**src/rtl/uart_tx_fifo.sv**
```systemverilog
// uart_tx_fifo
//   UART transmitter toward the PC. Bytes written by the design are buffered
//   in a small synchronous FIFO and serialised as 8N1 frames (start bit,
//   8 data bits LSB first, stop bit) on miso. Frames are sent back-to-back
//   while the FIFO holds data.
//
// Ports
//   clk       in   1      system clock, rising edge
//   rst_n     in   1      asynchronous active-low reset
//   wr_en     in   1      write request for wr_data
//   wr_data   in   8      byte to transmit
//   full      out  1      FIFO holds DEPTH entries (registered)
//   count     out  AW+1   FIFO occupancy 0..DEPTH (registered)
//   overflow  out  1      one-cycle pulse: write attempted while full, byte dropped
//   busy      out  1      frame in progress or FIFO not empty
//   miso      out  1      serial line to PC, idle high (registered)
module uart_tx_fifo #(
  parameter int CLK_FREQ     = 50_000_000,
  parameter int BAUD         = 9600,
  parameter int CLKS_PER_BIT = CLK_FREQ / BAUD,
  parameter int DEPTH        = 16,
  parameter int AW           = 4
) (
  input  logic          clk,
  input  logic          rst_n,
  input  logic          wr_en,
  input  logic [7:0]    wr_data,
  output logic          full,
  output logic [AW:0]   count,
  output logic          overflow,
  output logic          busy,
  output logic          miso
);

  localparam int             CW       = $clog2(CLKS_PER_BIT);
  localparam logic [CW-1:0]  BIT_LAST = CW'(CLKS_PER_BIT - 1);
  localparam logic [AW:0]    CNT_FULL = (AW+1)'(DEPTH);

  typedef enum logic [1:0] {IDLE, START, DATA, STOP} state_t;

  state_t          state_q, state_d;
  logic [CW-1:0]   baud_q, baud_d;
  logic [2:0]      bit_q, bit_d;
  logic [7:0]      shift_q, shift_d;
  logic            miso_q, miso_d;
  logic [AW-1:0]   wr_ptr_q, rd_ptr_q;
  logic [AW:0]     count_q, count_d;
  logic            full_q;
  logic            ovf_q;
  logic [7:0]      mem [DEPTH];
  logic            push, pop, bit_end;

  // full is the registered flag, so a write coinciding with a pop while full
  // is still refused.
  assign push    = wr_en & ~full_q;
  assign bit_end = (baud_q == BIT_LAST);

  // Transmit FSM: next state, baud/bit counters, shift register and the
  // next value of the miso register.
  always_comb begin
    state_d = state_q;
    baud_d  = baud_q + CW'(1);
    bit_d   = bit_q;
    shift_d = shift_q;
    miso_d  = miso_q;
    pop     = 1'b0;
    case (state_q)
      IDLE: begin
        baud_d = '0;
        miso_d = 1'b1;
        if (count_q != '0) begin
          pop     = 1'b1;
          shift_d = mem[rd_ptr_q];
          state_d = START;
          miso_d  = 1'b0;
        end
      end
      START: begin
        if (bit_end) begin
          baud_d  = '0;
          bit_d   = '0;
          state_d = DATA;
          miso_d  = shift_q[0];
        end
      end
      DATA: begin
        if (bit_end) begin
          baud_d = '0;
          if (bit_q == 3'd7) begin
            state_d = STOP;
            miso_d  = 1'b1;
          end else begin
            shift_d = {1'b0, shift_q[7:1]};
            bit_d   = bit_q + 3'd1;
            miso_d  = shift_q[1];
          end
        end
      end
      STOP: begin
        if (bit_end) begin
          baud_d = '0;
          // Chain straight into the next frame so there is no idle gap.
          if (count_q != '0) begin
            pop     = 1'b1;
            shift_d = mem[rd_ptr_q];
            state_d = START;
            miso_d  = 1'b0;
          end else begin
            state_d = IDLE;
            miso_d  = 1'b1;
          end
        end
      end
      default: begin
        state_d = IDLE;
        baud_d  = '0;
        miso_d  = 1'b1;
      end
    endcase
  end

  // Occupancy: a simultaneous push and pop leaves the count unchanged.
  always_comb begin
    count_d = count_q;
    if (push && !pop) begin
      count_d = count_q + (AW+1)'(1);
    end else if (pop && !push) begin
      count_d = count_q - (AW+1)'(1);
    end
  end

  always_ff @(posedge clk or negedge rst_n) begin
    if (!rst_n) begin
      state_q  <= IDLE;
      baud_q   <= '0;
      bit_q    <= '0;
      miso_q   <= 1'b1;
      wr_ptr_q <= '0;
      rd_ptr_q <= '0;
      count_q  <= '0;
      full_q   <= 1'b0;
      ovf_q    <= 1'b0;
    end else begin
      state_q  <= state_d;
      baud_q   <= baud_d;
      bit_q    <= bit_d;
      miso_q   <= miso_d;
      count_q  <= count_d;
      full_q   <= (count_d == CNT_FULL);
      ovf_q    <= wr_en & full_q;
      if (push) wr_ptr_q <= wr_ptr_q + AW'(1);
      if (pop)  rd_ptr_q <= rd_ptr_q + AW'(1);
    end
  end

  // Storage and shift register carry data only; they need no reset because
  // nothing reads them until a write/pop has loaded them.
  always_ff @(posedge clk) begin
    if (push) mem[wr_ptr_q] <= wr_data;
    shift_q <= shift_d;
  end

  assign full     = full_q;
  assign count    = count_q;
  assign overflow = ovf_q;
  assign busy     = (state_q != IDLE) | (count_q != '0);
  assign miso     = miso_q;

endmodule

```
**config.mk**
```make
export PLATFORM = sky130hd
export DESIGN_NAME = uart_tx_fifo
export DESIGN_NICKNAME = d
export VERILOG_FILES = /design/src/rtl/uart_tx_fifo.sv
export SDC_FILE = /design/constraint.sdc
export NUM_CORES = 1
export LEC_CHECK = 0
export CAP_MARGIN = 30
export CORE_MARGIN = 3
export CORE_UTILIZATION = 50
export CTS_CLUSTER_DIAMETER = 60
export DETAILED_ROUTE_END_ITERATION = 8
export GPL_TIMING_DRIVEN = 0
export PLACE_DENSITY = 0.67
export SYNTH_ARGS = -nofsm -noshare
export SYNTH_HDL_FRONTEND = slang
export SYNTH_SLANG_ARGS = --single-unit
```
**constraint.sdc**
```tcl
create_clock -name clk -period 4.7 [get_ports clk]
set_input_delay 0.94 -clock clk [delete_from_list [all_inputs] [get_ports clk]]
set_output_delay 0.94 -clock clk [all_outputs]
set_load 0.005 [all_outputs]
```
==> Word-level counts from Yosys, hierarchy flattened <==
Memories as Yosys holds them, arrays and structs flattened.
Index checks and enable logic that the tools add are counted.
Widths: inputs -> output; s select.
{ "word_totals": {"register_bits": 42, "mem_bits_rw": 128, "in_bits": 11, "out_inout_bits": 9, "wordCells": 78, "memories": 1} }
{ "op_classes": {"n_addsub": 6, "eq_ne": 12, "n_mux": 31, "bitwise_logic": 4, "reduce_logical": 14} }
{ "memory_table": {"columns": ["memory", "words", "word_bits", "read_ports", "rd_ports_with_merged_regs", "write_ports", "line", "text"], "rows": [
  ["mem", 16, 8, 1, 0, 1, "50", "logic [7:0] mem [DEPTH];"]
]} }
{ "op_table": {"columns": ["op", "count"], "rows": [
  ["$mux 8", 4],
  ["$pmux 13 s2", 1],
  ["$pmux 8 s3", 1],
  ["$add 13x1->13 const B", 1],
  ["$eq 13x13->1 const B", 1],
  ["$mux 13", 1],
  ["$ne 2x2->1 const B", 6],
  ["$mux 1", 10],
  ["$mux 2", 5],
  ["$mux 5", 2],
  ["$mux 3", 3],
  ["$add 4x1->4 const B", 2],
  ["$pmux 2 s4", 1],
  ["$reduce_and 4->1", 2],
  ["$pmux 3 s2", 1],
  ["$add 5x1->5 const B", 1],
  ["$eq 5x5->1 const B", 1],
  ["$reduce_and 5->1", 1],
  ["$reduce_bool 5->1", 1],
  ["$sub 5x1->5 const B", 1],
  ["$eq 2x2->1 const B", 2],
  ["$pmux 1 s4", 1],
  ["$reduce_bool 2->1", 2],
  ["$add 3x1->3 const B", 1],
  ["12 further kinds", 15]
]} }

==> Longest topological paths before layout <==
Gate-level depths: netlist of run 1.
{ "logic_depth": {"ltp_word": 8, "ltp_mapped": 9, "ltp_nobuf": 8} }

==> Worst setup path before layout of run 1 <==
Ideal clock, no wire load.
{ "synth_timing": {"path_type": "register -> register", "start": "register rd_ptr_q[0]", "end": "register shift_q[0], data pin", "setup_time_ns": 0.256, "arrival_ns": 2.146, "required_time_ns": 4.444, "slack_ns": 2.297, "stages_incl_launch_ff": 6, "path_buffers": 2, "synth_period_minus_slack_ns": 2.403, "cell_sequence": "dfrtp_1 > clkbuf_1 > buf_2 > mux4_2 > mux4_2 > a22o_1"} }
{ "synth_via": {"elab_chain_len": 4} }
{ "synth_lines": {"columns": ["item", "line", "text"], "rows": [
  ["from (decl)", "46", "logic [AW-1:0] wr_ptr_q, rd_ptr_q;"],
  ["from (signal assigned)", "152", "if (pop) rd_ptr_q <= rd_ptr_q + AW'(1);"],
  ["$mem_v2 16x8 *", null, null],
  ["$mux 8 *", "71, 103", null],
  ["$mux 8", "100", "if (bit_end) begin"],
  ["$pmux 8 s3 *", "67", "case (state_q)"],
  ["net shift_d[0]", "44", "logic [7:0] shift_q, shift_d;"],
  ["to (signal assigned)", "160", "shift_q <= shift_d;"],
  ["to (decl)", "44", null]
]} }
Mark *: on every way through the listed nets, which the timed path passes. The rest lies on a longest branch. The select of a mux whose other input is x is not followed.
A chain may end at the register's enable or synchronous reset.

==> Worst setup path in the final report of run 1 <==
{ "layout_timing": {"start": "register count_q[0] (netlist: count[0])", "end": "output port busy"} }
{ "layout_via": {"elab_chain_len": 2} }
{ "layout_lines": {"columns": ["item", "line", "text"], "rows": [
  ["from (decl)", "47", "logic [AW:0] count_q, count_d;"],
  ["from (signal assigned)", "148", "count_q <= count_d;"],
  ["$reduce_bool 5->1", "166", "assign busy = (state_q != IDLE) | (count_q != '0);"],
  ["$or 1x1->1", "166", null],
  ["to (decl)", "31", "output logic busy,"]
]} }
Every way passes these cells.

==> results of run 1 <==
==> layer usage <==
layer | GRT usage (%) | up-vias | routed length (um)
met5 | 0 | - | 0
met3 | 4.58 | 9 | 397
met2 | 27.8 | 51 | 6520
met1 | 25.6 | 1856 | 6050
li1 | - | 1650 | -
met4 | 5.68 | 0 | 152
==> path summary, 6_finish.rpt <==
kind                                   from    endpoint  slack [ns]  cells after the start
worst max-delay path               count[0]        busy        1.51                      5
worst min-delay path                   miso        miso        0.52                      1
worst max register to register  rd_ptr_q[0]  shift_q[2]        1.84                      5
worst min register to register         miso        miso        0.52                      1
max in group asynchronous             rst_n    count[3]        3.63                      1
min in group asynchronous             rst_n    overflow        0.59                      1
==> registers in the layout, indices dropped and copies added, names as in the netlist <==
name	cells
baud_q	13
bit_q	3
count	5
full	1
mem	128
miso	1
overflow	1
rd_ptr_q	4
shift_q	8
state_q	2
wr_ptr_q	4
==> critical path, cell delays in order (launching register included) <==
cell	delay, ns
dfrtp_1	0.45
inv_1	0.12
ha_1	0.18
nor4b_4	0.50
nand2_1	0.11
clkdlybuf4s50_1	0.46
==> power by group through the flow <==
stage | Combinational (mW) | Clock [mW] | Sequential (mW)
2_1_floorplan | 0.267 | 0 | 1.88
3_3_place_gp | 0.424 | 0 | 1.89
3_5_place_dp | 0.440 | 0 | 1.90
4_1_cts | 0.441 | 1.39 | 1.87
5_1_grt | 0.478 | 1.46 | 1.88
6_report | 0.433 | 1.37 | 1.87
==> cell type report <==
| class | instances | share of cell area [%] |
|---|---|---|
| Sequential cell | 170 | 60.5 |
| Tap cell | 180 | 2.76 |
| Clock buffer | 20 | 5.35 |
| Clock inverter | 12 | 1.70 |
| Multi-Input combinational cell | 208 | 26.0 |
| Timing Repair Buffer | 20 | 2.33 |
| Inverter | 9 | 0.414 |
| Buffer | 17 | 1.01 |
==> kinds of logic after synthesis <==
kind of cell | Yosys count | share of synthesized area [%]
AOI/OAI and AO/OA | 30 | 3.02
xor gates and xnor gates | 22 | 2.69
adders and majority gates | 18 | 3.11
buffers and inverters | 26 | 1.62
DFF | 170 | 68.8
muxes | 45 | 13.5
and+or+nand+nor | 93 | 7.29
==> synthesized netlist by cell type (2+ instances only) <==
cell type  number
dfrtp_1        33
nor3b_1         2
xor2_1         10
nand3_1         8
xnor2_1        12
nand4_1         4
nand2_1        16
edfxtp_1      136
nor3_1          3
a22o_1          7
and3_1          7
inv_1           9
o21ai_0         8
ha_1           17
nand2b_1        2
buf_2           3
mux2i_1         3
buf_6           2
nor2_1         23
mux4_2         40
a21oi_1         4
o31ai_1         2
and2_1         17
clkbuf_1       10
and4bb_1        2
buf_1           2
==> stage by stage <==
step	util, %	hold WS, ns	std cells	total power, mW
after floorplan	-	0.469	404	2.15
after global placement	54.4	0.493	603	2.32
after detailed placement	54.4	0.503	603	2.34
after CTS	58.5	0.514	635	3.71
after global routing	58.6	0.540	636	3.83
final	58.6	0.516	636	3.68
==> key figures, run 1 <==
STA
  • Slew Viols, Final: 0
  • Time the final worst path needs with I/O delays and setup: 3.19 ns
  • Number of hold-slack violations in the final timing report: 0
  • RSZ-0062 raised after global routing: false
  • Final Skew: 0.0210 ns
  • Final setup fails: 0
  • Min setup slack post-route: 1.51 ns
  • Worst Max-Slew Pin Slew: 0.812 ns
  • Setup TNS: 0 ns
  • Highest achievable clock rate: 313 MHz
  • Relative slew margins: 45.9%
  • Fin crit share: 67.9%

Final layout
  • Most frequent standard cell in the layout excluding fill and tap cells: edfxtp_1
  • Layout cell share with drive strength beyond 1: 19.3%
  • Fillcell total: 1033
  • Register area: 0.00494 sq mm
  • Multi-input logic area: 0.00212 sq mm
  • Antenna cell count: 0
  • Area overhead of the layout relative to synthesis: 13.8%
  • Layout Cell Area excl Fill: 0.00816 sq mm
  • Leading cell types in the layout, fill and taps excluded: edfxtp_1 (136), mux4_2 (40), dfrtp_1 (33)
  • Post-layout net count: 471

Floorplan
  • Row cnt: 43
  • Core Region: 0.0139 sq mm
  • Die boundary width: 126 um
  • Initial core utilization: 51.5%
  • Vertical extent of the die: 126 um
  • Die outline area: 0.0158 sq mm
  • I/O pin count: 20

Global routing
  • Via count of the first global-routing pass: 3742
  • Final global-route overflow total: 0
  • Wire length of the first global-routing pass: 21400 um
  • Total global-route track usage: 18.0%
  • Largest net degree at the start of global routing: 35
  • Antenna violations before repair: 0

CTS
  • Clk Latency, worst-skew pair: 0.43 ns
  • Buffer type at the clock tree root: clkbuf_16
  • Post-cts gate resize count: 0
  • Number of setup buffers added after CTS: 0
  • Number of hold buffers added after cts: 0
  • Number of H-tree branching levels: 4
  • Clock buffers created by TritonCTS: 17
  • Clock tree from TritonCTS: yes
  • Clock slew seen by the registers of the worst setup and hold paths: 0.07 ns
  • Clock sink count: 170
  • CTS Buffer Depth: 2

Placement
  • Setup slack after placement: 1.35 ns
  • Half-perimeter wire length after placement: 8930 um
  • Gp weighted congestion: 0.775
  • Port bufs: 19
  • Placed standard-cell area: 0.00758 sq mm

Flow run
  • Number of violations of the max-capacitance limit: 0

Yosys
  • Cell Area, Synth: 0.00717 sq mm
  • Unique masters post-synth: 48
  • Nets in the synthesized netlist: 432
  • Number of synthesized register bits: 170
  • Most area-hungry cell type in the Yosys netlist: edfxtp_1
  • Post-synth top area share: 56.9%
  • Cells taking the most area after synthesis: edfxtp_1 (57%), mux4_2 (13%), dfrtp_1 (12%)
  • Number of synthesized flops with an enable pin: 136
  • Mean instance size in the synthesized netlist: 17.8 sq um
  • Async set-or-reset flop fraction in the synthesized netlist: 20.0%
  • Synthesized netlist cell count: 404
  • Count of synthesis-stage warnings from yosys: 0
  • Top FF cell, synth: edfxtp_1
  • Register area share after synthesis: 68.8%

Power and ir drop
  • Comb pwr share: 11.8%
  • Leakage Power: 2.89 nW
  • Power per Cell Area: 450 mW/mm^2
  • Net switching power: 900 uW
  • Net Sw Frac: 24.5%
  • Share of total power in the clock network: 37.3%
  • Peak supply drop: 347 uV
  • Part of the total power dissipated in sequential elements: 50.9%
  • Internal power summed over all cells: 2.78 mW

Route
  • First DRT Iteration DRCs: 284
  • ANT nets after route: 0
  • Count of unresolved DRC violations after routing: 0
  • Total detailed-routing wirelength: 13100 um
  • Vias per cell: 5.61
  • Avg WL per Cell: 20.6 um
  • Detailed-route via count: 3566
  • First drt pass iteration count: 4

Worst setup path
  • Maximum fanout count along the critical path: 8
  • Crit path required time: 3.76 ns
  • Critical path start-end classification: flip-flop to output pin
  • Data arrival time of the critical path: 2.25 ns
  • Setup crit start kind: flip-flop
  • Crit end category: output pin

Run status
  • Run status: completed

Min path
  • Type of the most critical hold path: flip-flop to flip-flop
Note: power is estimated with default switching activity, not from simulation.
==> inputs of run 2 (changes only) <==
- clock period: 4.7 -> 3.15 ns (I/O delays scaled with it)
==> results of run 2 <==
Same layout as run 1 (identical final DEF). Status: completed.
Among the figures that moved: setup slack after placement 1.35 ns -> 0.110 ns; setup slack after layout 1.51 ns -> 0.269 ns; hold slack 0.516 ns -> 0.277 ns; register-to-register setup slack 1.84 ns -> 0.29 ns; total power 3.68 mW -> 5.49 mW; worst IR drop on VDD 347 uV -> 518 uV
==> inputs of run 3 (changes only) <==
- SKIP_CTS_REPAIR_TIMING: not set -> 1
- TNS_END_PERCENT: not set -> 10
==> results of run 3 <==
Same layout as run 1 (identical final DEF). Status: completed.
Among the figures that moved: setup slack after placement 1.35 ns -> 0.110 ns; setup slack after layout 1.51 ns -> 0.269 ns; hold slack 0.516 ns -> 0.277 ns; register-to-register setup slack 1.84 ns -> 0.29 ns; total power 3.68 mW -> 5.49 mW; worst IR drop on VDD 347 uV -> 518 uV
